### src/rtl/serial_paralelo_azul_pkg.sv
// Shared constants for the azul serial link (both transmitter and receiver ends).
// Receiver FSM encoding, byte width and the idle/comma symbol live here so both ends agree.
package serial_paralelo_azul_pkg;

    localparam int unsigned BYTE_W = 8;

    // Idle/comma symbol sent by the transmitter whenever it has no valid byte.
    localparam logic [BYTE_W-1:0] BC_SYM_DEFAULT = 8'hBC;

    localparam logic [1:0] ST_SEARCH = 2'd0;
    localparam logic [1:0] ST_SYNC   = 2'd1;
    localparam logic [1:0] ST_ACTIVE = 2'd2;

    function automatic logic is_comma(input logic [BYTE_W-1:0] w,
                                      input logic [BYTE_W-1:0] sym);
        return (w == sym);
    endfunction

endpackage

### src/rtl/serial_paralelo_azul.sv
// Azul link receiver: comma-based byte alignment, lock detection and parallel byte delivery.
// Optional macro SP_BYTE_CNT_EN adds a 16-bit count of delivered (non-comma) bytes.
module serial_paralelo_azul
    import serial_paralelo_azul_pkg::*;
#(
    parameter logic [BYTE_W-1:0] BC_SYM  = BC_SYM_DEFAULT,
    parameter int unsigned       BC_LOCK = 4
) (
    input  logic              clk32_f,
    input  logic              reset,
    input  logic              data_in,
    output logic [BYTE_W-1:0] data_out,
    output logic              valid_out,
    output logic              active
`ifdef SP_BYTE_CNT_EN
    ,
    output logic [15:0]       byte_cnt
`endif
);

    localparam logic [3:0] LOCK_LAST = 4'(BC_LOCK - 1);

    if (BC_LOCK < 2 || BC_LOCK > 15) begin : g_bad_lock
        $error("BC_LOCK must be in 2..15");
    end

    logic [1:0]        state, state_next;
    logic [6:0]        sr;
    logic [2:0]        bit_cnt, bit_cnt_next;
    logic [3:0]        bc_cnt, bc_cnt_next;
    logic [BYTE_W-1:0] data_next;
    logic              valid_next;
    logic [BYTE_W-1:0] word;
    logic              boundary;
    logic              comma;
    logic              load_byte;

    // Only the low seven bits of the shift history are ever needed to form the next byte.
    assign word     = {sr, data_in};
    assign boundary = (bit_cnt == 3'd7);
    assign comma    = is_comma(word, BC_SYM);

    always_comb begin
        state_next   = state;
        bit_cnt_next = bit_cnt + 3'd1;
        bc_cnt_next  = bc_cnt;
        data_next    = data_out;
        valid_next   = valid_out;
        load_byte    = 1'b0;

        unique case (state)
            ST_SEARCH: begin
                valid_next = 1'b0;
                if (comma) begin
                    bit_cnt_next = 3'd0;
                    bc_cnt_next  = 4'd1;
                    state_next   = ST_SYNC;
                end
            end
            ST_SYNC: begin
                valid_next = 1'b0;
                if (boundary) begin
                    if (comma) begin
                        if (bc_cnt == LOCK_LAST) begin
                            state_next = ST_ACTIVE;
                        end else begin
                            bc_cnt_next = bc_cnt + 4'd1;
                        end
                    end else begin
                        bc_cnt_next = 4'd0;
                        state_next  = ST_SEARCH;
                    end
                end
            end
            ST_ACTIVE: begin
                // Outputs change only at byte boundaries, giving the byte domain 8 stable cycles.
                if (boundary) begin
                    if (comma) begin
                        valid_next = 1'b0;
                    end else begin
                        data_next  = word;
                        valid_next = 1'b1;
                        load_byte  = 1'b1;
                    end
                end
            end
            default: begin
                state_next = ST_SEARCH;
                valid_next = 1'b0;
            end
        endcase
    end

    always_ff @(posedge clk32_f or negedge reset) begin
        if (!reset) begin
            state     <= ST_SEARCH;
            sr        <= '0;
            bit_cnt   <= '0;
            bc_cnt    <= '0;
            data_out  <= '0;
            valid_out <= 1'b0;
            active    <= 1'b0;
        end else begin
            state     <= state_next;
            sr        <= word[6:0];
            bit_cnt   <= bit_cnt_next;
            bc_cnt    <= bc_cnt_next;
            data_out  <= data_next;
            valid_out <= valid_next;
            active    <= (state_next == ST_ACTIVE);
        end
    end

`ifdef SP_BYTE_CNT_EN
    always_ff @(posedge clk32_f or negedge reset) begin
        if (!reset) begin
            byte_cnt <= '0;
        end else if (load_byte) begin
            byte_cnt <= byte_cnt + 16'd1;
        end
    end
`else
    logic unused_load_byte;
    assign unused_load_byte = load_byte;
`endif

endmodule
### config.mk
export PLATFORM = sky130hd
export DESIGN_NAME = serial_paralelo_azul
export DESIGN_NICKNAME = d
export VERILOG_FILES = /design/src/rtl/serial_paralelo_azul_pkg.sv /design/src/rtl/serial_paralelo_azul.sv
export SDC_FILE = /design/constraint.sdc
export NUM_CORES = 1
export LEC_CHECK = 0
export CAP_MARGIN = 20
export CORE_MARGIN = 10
export CORE_UTILIZATION = 57
export CTS_CLUSTER_DIAMETER = 200
export DETAILED_ROUTE_END_ITERATION = 8
export PLACE_DENSITY = 0.81
export SLEW_MARGIN = 15
export SYNTH_ARGS = -nofsm -noshare
export SYNTH_HDL_FRONTEND = slang
export SYNTH_SLANG_ARGS = --single-unit
export TNS_END_PERCENT = 100
### constraint.sdc
create_clock -name clk32_f -period 2.3 [get_ports clk32_f]
set_input_delay 0.46 -clock clk32_f [delete_from_list [all_inputs] [get_ports clk32_f]]
set_output_delay 0.46 -clock clk32_f [all_outputs]
set_load 0.05 [all_outputs]
Word-level counts from Yosys, hierarchy flattened
Index checks and enable logic that the tools add are counted.

operators by class
  add/sub/neg operators = 2
  equal/unequal tests = 10
  muxes and demuxes = 15
  bitwise operators = 1
  reductions and logical operators = 4

operators with widths
  cell                                                             number
  4-bit 2-to-1 mux                                                 4
  8-bit == test, second input constant                             1
  2-bit 2-to-1 mux                                                 4
  4-bit one-hot mux with 2 select lines                            1
  3-bit 2-to-1 mux                                                 2
  2-bit != test, second input constant                             3
  2-bit one-hot mux with 3 select lines                            1
  4-bit by 1-bit adder with 4-bit output, second input constant    1
  2-bit == test, second input constant                             2
  4-bit by 2-bit == test with 1-bit output, second input constant  1
  4-bit AND reduction                                              1
  3-bit by 1-bit adder with 3-bit output, second input constant    1
  3-bit == test, second input constant                             1
  1-bit 2-to-1 mux                                                 3
  3-bit != test, second input constant                             1
  3-bit AND reduction                                              1
  2-bit by 1-bit == test with 1-bit output, second input constant  1
  2-bit logical NOT                                                1
  2-bit nonzero test                                               1
  1-bit inverter                                                   1

word-level totals
  register bits = 26
  input bits = 3
  output and inout port bits = 10
  word-level logic and storage cells = 39

Longest topological paths before layout
  word-level depth = 6
  gate-level depth with buffers = 6
  depth with buffers taken out = 6

Worst setup path before layout
OpenSTA, ideal clock, no wires.

  kind = register to register
  from = reg bit_cnt[0]
  to = reg data_out[0]
  data arrival time = 1.407 ns
  path slack = 0.768 ns
  cell stages (with the launch flop) = 5
  path buffers = 0
  cell sequence = dfrtp_1 > ha_1 > ha_1 > nor3b_4 > mux2_2

between the ends
  word-level cells in the longest chain between the ends = 2

RTL lines
  item                                  RTL line                     RTL
  from (decl)                           serial_paralelo_azul.sv:29   logic [2:0] bit_cnt, bit_cnt_next;
  from (signal assigned)                serial_paralelo_azul.sv:106  bit_cnt <= bit_cnt_next;
  3-bit == test                         serial_paralelo_azul.sv:40   assign boundary = (bit_cnt == 3'd7);
  3-bit AND reduction (no source line)  -
  to (signal assigned)                  serial_paralelo_azul.sv:108  data_out <= data_next;
  to (decl)                             serial_paralelo_azul.sv:12   output logic [BYTE_W-1:0] data_out,

Every way passes these cells.
A chain may end at the register's enable or synchronous reset.

Worst setup path after layout
  from = reg data_out[3]
  to = out data_out[3]

No word-level cell between the ends.

==> impl_results.md <==
* Outcome: finished clean
* Yosys warnings at 0
* Peak supply drop at 430 µV
* Most common cell after layout, fill and taps aside: dfrtp_1
* Crit path max fanout at 2
* Die extent in x at 64 µm
* CP Class: register to output port
* Max-Cap Viols at 0
* IO Count at 13
* Area of the multi-input gates at 442 µm²
* Syn avg cell area at 13.6 µm²
* Final Skew at 5.48 ps
* Startpoint Class: register
* Height of the chip at 64 µm
* R2R setup slack at 470 ps
* Grt ovf at 0
* Hold Slack at 407 ps
* Post-CTS Hold Buffers at 0
* Total CTS buffers at 3
* Reg2reg path depth at 4
* Mux cell area share after synthesis at 0.0816
* Leak pwr at 0.563 nW
* Area grow syn2layout at 17.3%
* Critical path required time at 1840 ps
* RSZ-0062 raised after global routing: no
* # Post-CTS Setup Buffers at 0
* Critical path startpoint: data_out[3]$_DFFE_PN0P_
* Die area at 0.00410 mm²
* CTS tree: built
* Post-route core utilization at 0.726
* CP Capture Type: output port
* Vias in the first global route at 714
* GRT Total Usage at 0.0995
* Cells after DPL at 118
* Simple-Gate Fraction of Synth Area at 0.184
* GPL Wtd Cong at 0.823
* Via/cell ratio at 5.70
* Synth Area in Adders at 0.0340
* Final critical-path share of the clock period at 0.856
* DRT antenna net count at 0
* HPWL Detailed at 1420 µm
* Slew HR at 0.641
* Initial drt markers at 29
* Starting Density at 0.619
* Yosys reg bits at 26
* Mapped Cells at 81
* Largest family of logic cells by synthesized area: simple AND/OR/NAND/NOR gates
* Critical path's top delay family: buffers and inverters
* Router iterations before antenna repair at 4
* Levels on crit path at 1
* Final setup TNS at 0 ps
* PostCTS Resize Cnt at 0
* Hold path depth at 0
* CTS Buffer Depth at 2
* Worst hold path class: register to register
* FF/Latch Area at 651 µm²
* Layout cell share with drive strength beyond 1 at 0.206
* Clock Pin Slew Worst Setup and Hold Paths at 140 ps
* Final-report max-slew violation count at 0
* Compound-cell area share of the yosys netlist at 0.101
* Reg-to-Reg Start: bit_cnt[0]$_DFF_PN0_
* Skew-Pair Late Insertion Delay at 320 ps
* Pwr Density at 720 mW/mm²
* Number of diodes at 0
* Global-route wire length before repair at 3260 µm
* Largest net degree at the start of global routing at 27
* Sequential share of the synthesized area at 0.590
* Vias at 696
* Initial antenna violation count at 0
* Netlist cell types at 32
* Slowest-stage cell, CP: clkdlybuf4s50_1
* Worst-margin pin slew at 534 ps
* Tmin final at 1970 ps
* Buf/Inv on CP at 1
* Final wirelength at 1930 µm
* WP data arrival at 1510 ps
* Top achievable clock speed at 508 MHz
* HP Start: sr[1]$_DFF_PN0_
* CP Cell Sequence: clkdlybuf4s50_1
* WL per Instance at 15.9 µm
* Syn_nets at 87
* Final setup vio count at 0
* Most frequent cells in the layout: 26 x dfrtp_1, 12 x clkdlybuf4s50_1, 8 x mux2_2, 6 x nand2_1
* Synth Area in XOR/XNOR at 0
* Number of port buffers at 12
* Post-Syn Area at 0.00110 mm²
* Row cnt at 15
* # H-tree levels at 1
* DP Area at 0.00126 mm²
* R2R Path End: data_out[3]$_DFFE_PN0P_
* # DRC at 0
* Nets at 104
* Layout fillers at 128
* Final Hold Fails at 0
* Core ar. at 0.00178 mm²
* CTS sink count at 26
* CP peak stage delay at 810 ps
* Finished layout cell area at 0.00129 mm²
* Root buffer cell: clkbuf_4
* Min-Delay Endpoint: sr[2]$_DFF_PN0_
* Non-filler instance count after layout at 122
==> worst max-delay path by stage <==
stage | end | slack [ps]
after global placement | data_out[2]$_DFFE_PN0P_ | 210
after global routing | data_out[0] | 270
after detailed placement | data_out[3]$_DFFE_PN0P_ | 190
after floorplan | data_out[0]$_DFFE_PN0P_ | 770
after CTS | data_out[3] | 300
final | data_out[3] | 330
==> power by group <==
group,switching (W),internal (W)
combinational,0.0000902,0.0000814
sequential,0.0000336,0.000500
clock,0.000130,0.0000968
==> sequential cells by signal, indices dropped and copies added (netlist names) <==
name       count
sr             7
active         1
valid_out      1
data_out       8
bit_cnt        3
state          2
bc_cnt         4
==> cells in the mapped netlist (all sizes together) <==
cell	count	area (µm²)
or4	1	11.3
o21ai	2	10.0
o21a	1	7.51
nand2	6	22.5
ha	3	37.5
and3	1	6.26
nor3b	2	26.3
nor3	2	15.0
nor2b	3	18.8
a22oi	1	7.51
mux2	8	90.1
nor4	1	21.3
clkbuf	1	3.75
nor2	2	7.51
dfrtp	26	651
inv	2	7.51
nand2b	3	26.3
o211ai	1	7.51
a211oi	1	7.51
o221ai	1	8.76
a21boi	2	15.0
a21oi	3	15.0
nand3b	1	7.51
o32ai	2	25.0
o31ai	1	7.51
nand4	1	6.26
nand3	2	10.0
nand4b	1	23.8
==> metal layers <==
metal	up-vias	part of all wire	global-route usage	wire, µm
met3	6	0.072	0.0418	139
met2	20	0.45	0.144	870
met5	-	0	0	0
li1	329	-	-	-
met1	341	0.45	0.121	876
met4	0	0.024	0.0574	47
==> area by class of cell <==
cell class	instances	area share
inverters	2	0.00580
flip-flops and latches	26	0.502
clock buffers	4	0.0280
multi-input cells	52	0.341
well taps	25	0.0242
repair buffers	13	0.0986
==> per-stage QoR <==
| step | power [W] | worst slack, ps |
|---|---|---|
| 2_1_floorplan | 0.000659 | 768 |
| 3_3_place_gp | 0.000703 | 209 |
| 3_5_place_dp | 0.000715 | 186 |
| 4_1_cts | 0.000940 | 304 |
| 5_1_grt | 0.000989 | 268 |
| 6_report | 0.000932 | 331 |
==> kinds of logic after synthesis <==
logic type / Yosys count
simple gates: 26
compound gates: 15
fa+ha+maj: 3
mux: 8
flops: 26
buf+inv: 3
==> worst register-to-register path, stage by stage, from the launching register on <==
cell,delay [ps]
dfrtp_1,380
ha_1,160
ha_1,320
nor3b_4,480
mux2_2,400
(Power assumes the default switching activity.)
